File: src/rtl/contador_lector_pkg.sv
// Shared types and constants for the counter readout sequencer.
package contador_lector_pkg;

    localparam int NUM_CH      = 4;
    localparam int IDX_W       = 2;
    localparam int TMR_W       = 8;
    localparam int TIMEOUT_DEF = 8;
    localparam int CBITS_DEF   = 5;

    typedef enum logic [2:0] {
        S_WAIT  = 3'd0,
        S_REQ   = 3'd1,
        S_CAPT  = 3'd2,
        S_DONE  = 3'd3,
        S_ABORT = 3'd4
    } state_t;

endpackage

File: src/rtl/contador_lector_prio.sv
// Next-enabled-channel finder: lowest set mask bit strictly above ptr.
// Latency: combinational; no backpressure.
module contador_lector_prio
    import contador_lector_pkg::*;
(
    input  logic [NUM_CH-1:0] mask,
    input  logic [IDX_W-1:0]  ptr,
    output logic [IDX_W-1:0]  next_ptr,
    output logic              none_left
);

    // Descending scan so the lowest qualifying bit is the one that sticks.
    always_comb begin
        next_ptr  = '0;
        none_left = 1'b1;
        for (int i = NUM_CH - 1; i >= 0; i--) begin
            if (mask[i] && (i > int'(ptr))) begin
                next_ptr  = IDX_W'(i);
                none_left = 1'b0;
            end
        end
    end

endmodule

File: src/rtl/contador_lector.sv
// Readout sequencer: sweeps enabled counter channels, publishes an atomic snapshot.
// Latency: 1 + 2 cycles per enabled channel to done; waits up to TIMEOUT cycles per valid, aborts on idle loss.
module contador_lector
    import contador_lector_pkg::*;
#(
    parameter int CBITS   = CBITS_DEF,
    parameter int TIMEOUT = TIMEOUT_DEF
) (
    input  logic              clk,
    input  logic              reset,
    input  logic              start,
    input  logic [NUM_CH-1:0] chan_mask,
    input  logic              idle,
    input  logic [CBITS-1:0]  counter_in,
    input  logic              valid_in,
    output logic              req,
    output logic [IDX_W-1:0]  idx,
    output logic [CBITS-1:0]  snap0,
    output logic [CBITS-1:0]  snap1,
    output logic [CBITS-1:0]  snap2,
    output logic [CBITS-1:0]  snap3,
    output logic              busy,
    output logic              done,
    output logic              abort
);

    state_t               state_q, state_d;
    logic [NUM_CH-1:0]    mask_q, mask_d;
    logic [IDX_W-1:0]     ptr_q, ptr_d;
    logic [TMR_W-1:0]     timer_q, timer_d;
    logic                 req_q, req_d;
    logic [IDX_W-1:0]     idx_q, idx_d;
    logic                 busy_q, busy_d;
    logic                 done_q, done_d;
    logic                 abort_q, abort_d;
    logic [CBITS-1:0]     shadow_q [NUM_CH];
    logic [CBITS-1:0]     shadow_d [NUM_CH];
    logic [CBITS-1:0]     snap_q   [NUM_CH];
    logic [CBITS-1:0]     snap_d   [NUM_CH];

    logic [IDX_W-1:0]     nxt_ptr;
    logic                 nxt_none;
    logic [IDX_W-1:0]     fst_above;
    logic                 fst_none_above;
    logic [IDX_W-1:0]     first_ptr;
    logic                 mask_empty;

    contador_lector_prio u_next (
        .mask      (mask_q),
        .ptr       (ptr_q),
        .next_ptr  (nxt_ptr),
        .none_left (nxt_none)
    );

    // Lowest set bit = bit 0 if set, otherwise the first set bit above 0.
    contador_lector_prio u_first (
        .mask      (chan_mask),
        .ptr       ('0),
        .next_ptr  (fst_above),
        .none_left (fst_none_above)
    );

    assign first_ptr  = chan_mask[0] ? '0 : fst_above;
    assign mask_empty = !chan_mask[0] && fst_none_above;

    always_comb begin
        state_d  = state_q;
        mask_d   = mask_q;
        ptr_d    = ptr_q;
        timer_d  = timer_q;
        req_d    = req_q;
        idx_d    = idx_q;
        busy_d   = busy_q;
        done_d   = 1'b0;
        abort_d  = 1'b0;
        shadow_d = shadow_q;
        snap_d   = snap_q;

        case (state_q)
            S_WAIT: begin
                req_d = 1'b0;
                if (start && idle) begin
                    if (mask_empty) begin
                        mask_d  = '0;
                        state_d = S_DONE;
                    end else begin
                        mask_d  = chan_mask;
                        ptr_d   = first_ptr;
                        busy_d  = 1'b1;
                        state_d = S_REQ;
                    end
                end
            end

            S_REQ: begin
                if (!idle) begin
                    req_d   = 1'b0;
                    state_d = S_ABORT;
                end else begin
                    req_d   = 1'b1;
                    idx_d   = ptr_q;
                    timer_d = '0;
                    state_d = S_CAPT;
                end
            end

            // A returned value is captured even if idle drops in the same cycle.
            S_CAPT: begin
                if (valid_in) begin
                    shadow_d[ptr_q] = counter_in;
                    req_d           = 1'b0;
                    if (nxt_none) begin
                        state_d = S_DONE;
                    end else begin
                        ptr_d   = nxt_ptr;
                        state_d = S_REQ;
                    end
                end else if (!idle) begin
                    req_d   = 1'b0;
                    state_d = S_ABORT;
                end else if (timer_q == TMR_W'(TIMEOUT - 1)) begin
                    req_d   = 1'b0;
                    state_d = S_ABORT;
                end else begin
                    timer_d = timer_q + TMR_W'(1);
                end
            end

            S_DONE: begin
                for (int i = 0; i < NUM_CH; i++) begin
                    if (mask_q[i]) begin
                        snap_d[i] = shadow_q[i];
                    end
                end
                done_d  = 1'b1;
                req_d   = 1'b0;
                busy_d  = 1'b0;
                state_d = S_WAIT;
            end

            S_ABORT: begin
                abort_d = 1'b1;
                req_d   = 1'b0;
                busy_d  = 1'b0;
                state_d = S_WAIT;
            end

            default: begin
                req_d   = 1'b0;
                busy_d  = 1'b0;
                state_d = S_WAIT;
            end
        endcase
    end

    always_ff @(posedge clk) begin
        if (reset) begin
            state_q <= S_WAIT;
            mask_q  <= '0;
            ptr_q   <= '0;
            timer_q <= '0;
            req_q   <= 1'b0;
            idx_q   <= '0;
            busy_q  <= 1'b0;
            done_q  <= 1'b0;
            abort_q <= 1'b0;
            for (int i = 0; i < NUM_CH; i++) begin
                shadow_q[i] <= '0;
                snap_q[i]   <= '0;
            end
        end else begin
            state_q  <= state_d;
            mask_q   <= mask_d;
            ptr_q    <= ptr_d;
            timer_q  <= timer_d;
            req_q    <= req_d;
            idx_q    <= idx_d;
            busy_q   <= busy_d;
            done_q   <= done_d;
            abort_q  <= abort_d;
            shadow_q <= shadow_d;
            snap_q   <= snap_d;
        end
    end

    assign req   = req_q;
    assign idx   = idx_q;
    assign busy  = busy_q;
    assign done  = done_q;
    assign abort = abort_q;
    assign snap0 = snap_q[0];
    assign snap1 = snap_q[1];
    assign snap2 = snap_q[2];
    assign snap3 = snap_q[3];

endmodule

File: config.mk
export PLATFORM = sky130hd
export DESIGN_NAME = contador_lector
export DESIGN_NICKNAME = d
export VERILOG_FILES = /design/src/rtl/contador_lector_pkg.sv /design/src/rtl/contador_lector_prio.sv /design/src/rtl/contador_lector.sv
export SDC_FILE = /design/constraint.sdc
export NUM_CORES = 1
export LEC_CHECK = 0
export CAP_MARGIN = 20
export CORE_MARGIN = 8
export CORE_UTILIZATION = 47
export CTS_CLUSTER_SIZE = 8
export DETAILED_ROUTE_END_ITERATION = 7
export GPL_ROUTABILITY_DRIVEN = 0
export PLACE_DENSITY_LB_ADDON = 0.05
export SYNTH_ARGS = -nofsm -noshare
export SYNTH_HDL_FRONTEND = slang
export SYNTH_SLANG_ARGS = --single-unit
File: constraint.sdc
create_clock -name clk -period 2.7 [get_ports clk]
set_input_delay 0.675 -clock clk [delete_from_list [all_inputs] [get_ports clk]]
set_output_delay 0.675 -clock clk [all_outputs]
set_load 0.1 [all_outputs]
After elaboration in Yosys (flattened, before gate mapping)
Index checks and enable logic that the tools add are counted.

storage, ports and cells
  bits of input ports = 14
  bits in registers = 63
  logic and storage cells = 106

cells by class
  $lt $le $gt $ge = 5
  eq/ne operators = 14
  add/sub/neg operators = 1
  multiplexer cells = 45
  reduce and logical (&&, ||, !) cells = 22
  bitwise operators = 2

operator list
  cell                   count
  $mux W8                4
  $mux W2                13
  $bwmux W20             1
  $ne A2 B2 Y1 const B   8
  $pmux W8 S2            1
  $reduce_and A2 Y1      8
  $mux W3                5
  $mux W1                14
  $demux W5 S2           1
  $reduce_and A5 Y1      2
  $pmux W3 S3            1
  $add A8 B1 Y8 const B  1
  $eq A8 B3 Y1 const B   1
  $eq A3 B2 Y1 const B   2
  $logic_and A1 B1 Y1    6
  $mux W5                1
  $gt A2 B2 Y1 const A   2
  $mux W4                1
  $ne A4 B4 Y1 const B   1
  $pmux W1 S2            2
  $pmux W2 S2            1
  $reduce_bool A2 Y1     2
  $eq A3 B1 Y1 const B   1
  $eq A3 B3 Y1 const B   1
  9 further kinds        9

Depth between registers and ports, before layout
  word-level depth = 8
  depth in mapped cells = 7
  depth with buffers taken out = 6

Hierarchy
A second synthesis with hierarchy kept.

second synthesis, totals
  cells, all modules = 309
  area total of the unflattened synthesis = 2763.9 µm²

modules (own cells, without submodules)
  module                           area each (µm²)  times used  cells an instance
  contador_lector                  2637.5           1           288
  contador_lector_prio at u_first  65.1             1           10
  contador_lector_prio at u_next   61.3             1           11

Worst setup path after synthesis
No wires, ideal clock.

  path kind = input to register
  start point = in chan_mask[0]
  end point = reg ptr_q[1]
  slack = 560 ps
  path buffers = 0
  data arrival time = 2013 ps
  setup time = 128 ps
  cell stages on the path = 5
  data required time = 2572 ps
  cell sequence = or4_1 > or4_1 > o311ai_1 > mux2i_1 > nor2_1

between the ends
  cells in the longest elaborated chain, start to end = 4

RTL lines
  element                                           RTL line                                      RTL
  start: declaration                                contador_lector.sv:12                         input logic [NUM_CH-1:0] chan_mask,
  $mux W2 or $logic_not A1 Y1 (tied branches)       contador_lector.sv:63, contador_lector.sv:64
  $mux W2 or $logic_and A1 B1 Y1 (tied branches)    contador_lector.sv:83, contador_lector.sv:64
  $mux W2 or $ne A2 B2 Y1 (tied branches)           -
  $pmux W2 S2 or $reduce_and A5 Y1 (tied branches)  -
  end signal: assignment                            contador_lector.sv:174                        ptr_q <= ptr_d;
  end: declaration                                  contador_lector.sv:29                         logic [IDX_W-1:0] ptr_q, ptr_d;

Several ways; a longest one is shown, not always the timed one. The select of a mux whose other input is x is not followed.
A chain may end at the register's enable or synchronous reset.

Worst setup path after layout
  start point = in chan_mask[0]
  end point = reg state_q[1]

between the ends
  cells in the longest elaborated chain, start to end = 5

RTL lines
  element                 RTL line                RTL
  $logic_not A1 Y1        contador_lector.sv:64   assign mask_empty = !chan_mask[0] && fst_none_above;
  $logic_and A1 B1 Y1     contador_lector.sv:64
  $mux W2                 contador_lector.sv:83   if (mask_empty) begin
  $mux W3                 contador_lector.sv:82   if (start && idle) begin
  $pmux W3 S3             contador_lector.sv:79   case (state_q)
  end signal: assignment  contador_lector.sv:172  state_q <= state_d;
  end: declaration        contador_lector.sv:27   state_t state_q, state_d;

Every way passes these cells. The select of a mux whose other input is x is not followed.

==> flow_summary.yaml <==
status:
  status: "finished clean"
timing:
  finalHoldViolCount: 0
  min_period_over_period: 0.856
  worst_pin_slew_ns: 0.494
  maxSlewHeadroom: 0.671
  setup_viol: 0
  setup_slack_ns: 0.388
  drv_slew: 0
  fmax_mhz: 433
  rsz0062_at_grt: "no"
  fin_tns_setup_ns: 0
  skew_ns: 0.0100
  period_needed_ns: 2.31
power_and_ir_drop:
  clkPwrFrac: 0.461
  p_total_mw: 1.96
  p_int_mw: 1.50
  peakVddDrop_mv: 0.505
  p_sw_frac: 0.235
  power_frac_seq: 0.485
  power_density_mw_per_mm2: 625
  pwr-share-comb: 0.055
  p_switching_mw: 0.461
  leakagePower_nw: 1.26
die:
  std_cell_rows: 26
  die_x_um: 89.5
  core_area_mm2: 0.00517
  die_h_um: 89.5
  io_pins: 40
  initial_core_util: 0.490
  dieArea_mm2: 0.00800
finish:
  layout.area.seq_mm2: 0.00126
  fin_util: 0.608
  diodes: 0
  layout-drive-gt1-share: 0.176
  multiInputGateArea_mm2: 0.00118
  fillers: 465
  nNetsFinal: 339
  area_growth_pct: 24.0
routing:
  drt_first_pass_iters: 4
  postRouteAntennaNets: 0
  wl_per_cell_um: 14.6
  vias: 2075
  vias_per_cell: 5.20
  wl_um: 5820
  drt_iter0_drc: 90
  post-route-drc-count: 0
setup_path:
  worstSetupStartpointType: "primary input"
  worstPathMaxFanout: 2
  worstPathArrival_ns: 2.55
  crit_required_ns: 2.94
  critPathCaptureType: "flop"
  crit_type: "primary input to flop"
clock_network:
  cts_root_buffer: "clkbuf_8"
  cts_setup_buffers: 0
  clockBufferDepth: 2
  clk_pin_slew_ns: 0.07
  h-tree-depth: 3
  cts.repair.resized: 0
  cts_buffers: 9
  ctsHoldBuffers: 0
  cts_sinks: 63
  insertion_delay_ns: 0.34
  cts_tree: "done"
synthesis:
  syn_inst: 284
  yosysUniqueCellTypes: 39
  avgSynthCellArea_um2: 8.93
  async_flop_share: 0
  ys_top_cells_by_area: "dfxtp_1, mux2i_1, nor2_1"
  synth_seq_cells: 63
  synth_area_leader_cell: "dfxtp_1"
  synth_nets: 299
  synth-edff-count: 0
  synth_most_common_cell: "dfxtp_1"
  ys_warn_count: 0
  synth_seq_area_share: 0.497
  syn_area_mm2: 0.00254
  synth_top_area_frac: 0.497
  yosys-top-cells-count: "dfxtp_1, nor2_1, nand2_1, mux2i_1, a21oi_1"
  synthFlopType: "dfxtp_1"
grt:
  grt_pass1_wl_um: 9420
  track_usage: 0.155
  grt_max_degree: 32
  antenna_found_initial: 0
  overflow: 0
  grt_pass1_vias: 2015
job:
  maxCapViolations: 0
hold_path:
  worstHoldPathType: "flop to flop"
place:
  pre_cts_slack_ns: 0.0624
  io_buffers: 39
  dp_hpwl_um: 4010
kinds of logic (layout without fill, tap and decap cells):
family / after synthesis / in the layout / synth area share
AND/OR/NAND/NOR: 125 / 125 / 0.241
flip-flops: 63 / 63 / 0.497
AO/OA/AOI/OAI: 41 / 41 / 0.0947
multiplexers: 28 / 28 / 0.111
buffers and inverters: 22 / 67 / 0.0375
XOR/XNOR: 4 / 4 / 0.0138
adder cells (fa/ha/maj): 1 / 1 / 0.00493
placed cells by master, fill, tap and decap left out, types with 3 or more instances in the layout:
cell,n
clkinvlp_4,3
o21ai_0,5
xnor2_1,3
buf_4,34
nor2b_1,3
nand3_1,25
mux2i_1,28
nor2_1,40
clkbuf_8,9
dfxtp_1,63
inv_1,4
nor3_1,5
or4_1,4
clkdlybuf4s50_1,12
a21oi_1,27
or3_1,3
nand2_1,30
critical path, cell delays in order:
cell and delay [ns]:
clkdlybuf4s50_1 0.42, or4_1 0.54, or4_1 0.45, and3b_1 0.20
o32ai_2 0.26
stage by stage:
stage               hold WS [ns]  std cells  area, um2
floorplan                  0.443        284       2540
finish                     0.455        399       3140
global route               0.485        399       3140
CTS                        0.459        399       3140
detailed placement         0.449        383       2920
global placement           0.444        383       2920
final cells by class:
| type | count | share of cell area |
|---|---|---|
| Clock buffer | 9 | 0.0394 |
| Clock inverter | 7 | 0.0306 |
| Inverter | 4 | 0.00478 |
| Multi-Input combinational cell | 199 | 0.375 |
| Sequential cell | 63 | 0.401 |
| Tap cell | 70 | 0.0279 |
| Timing Repair Buffer | 47 | 0.121 |
registers in the layout, indices dropped and copies added, names as in the netlist:
| register | count |
|---|---|
| abort | 1 |
| busy | 1 |
| done | 1 |
| idx | 2 |
| mask_q | 4 |
| ptr_q | 2 |
| req | 1 |
| shadow_q | 20 |
| snap0 | 5 |
| snap1 | 5 |
| snap2 | 5 |
| snap3 | 5 |
| state_q | 3 |
| timer_q | 8 |
routing by layer:
metal | global-route usage | up-vias | routed length [um]
met1 | 0.191 | 971 | 2860
met5 | 0 | - | 0
met4 | 0.0770 | 0 | 62
met3 | 0.0386 | 6 | 238
li1 | - | 1064 | -
met2 | 0.246 | 34 | 2660
final timing paths:
path	from	end	slack, ns	cells past startpoint
hold / removal	snap0[2]$_SDFFE_PP0P_	snap0[2]$_SDFFE_PP0P_	0.45	2
setup reg to reg	state_q[1]$_SDFFE_PP0P_	state_q[1]$_SDFFE_PP0P_	0.49	5
hold reg to reg	snap0[2]$_SDFFE_PP0P_	snap0[2]$_SDFFE_PP0P_	0.45	2
setup / recovery	chan_mask[0]	state_q[1]$_SDFFE_PP0P_	0.39	5
power groups by stage:
stage	registers [mW]	logic (mW)	clock network (mW)
finish	0.952	0.107	0.905
global route	0.953	0.116	0.971
global placement	0.973	0.106	0
floorplan	0.976	0.0577	0
CTS	0.952	0.108	0.923
detailed placement	0.973	0.107	0
Power figures use the tool's default switching activity.
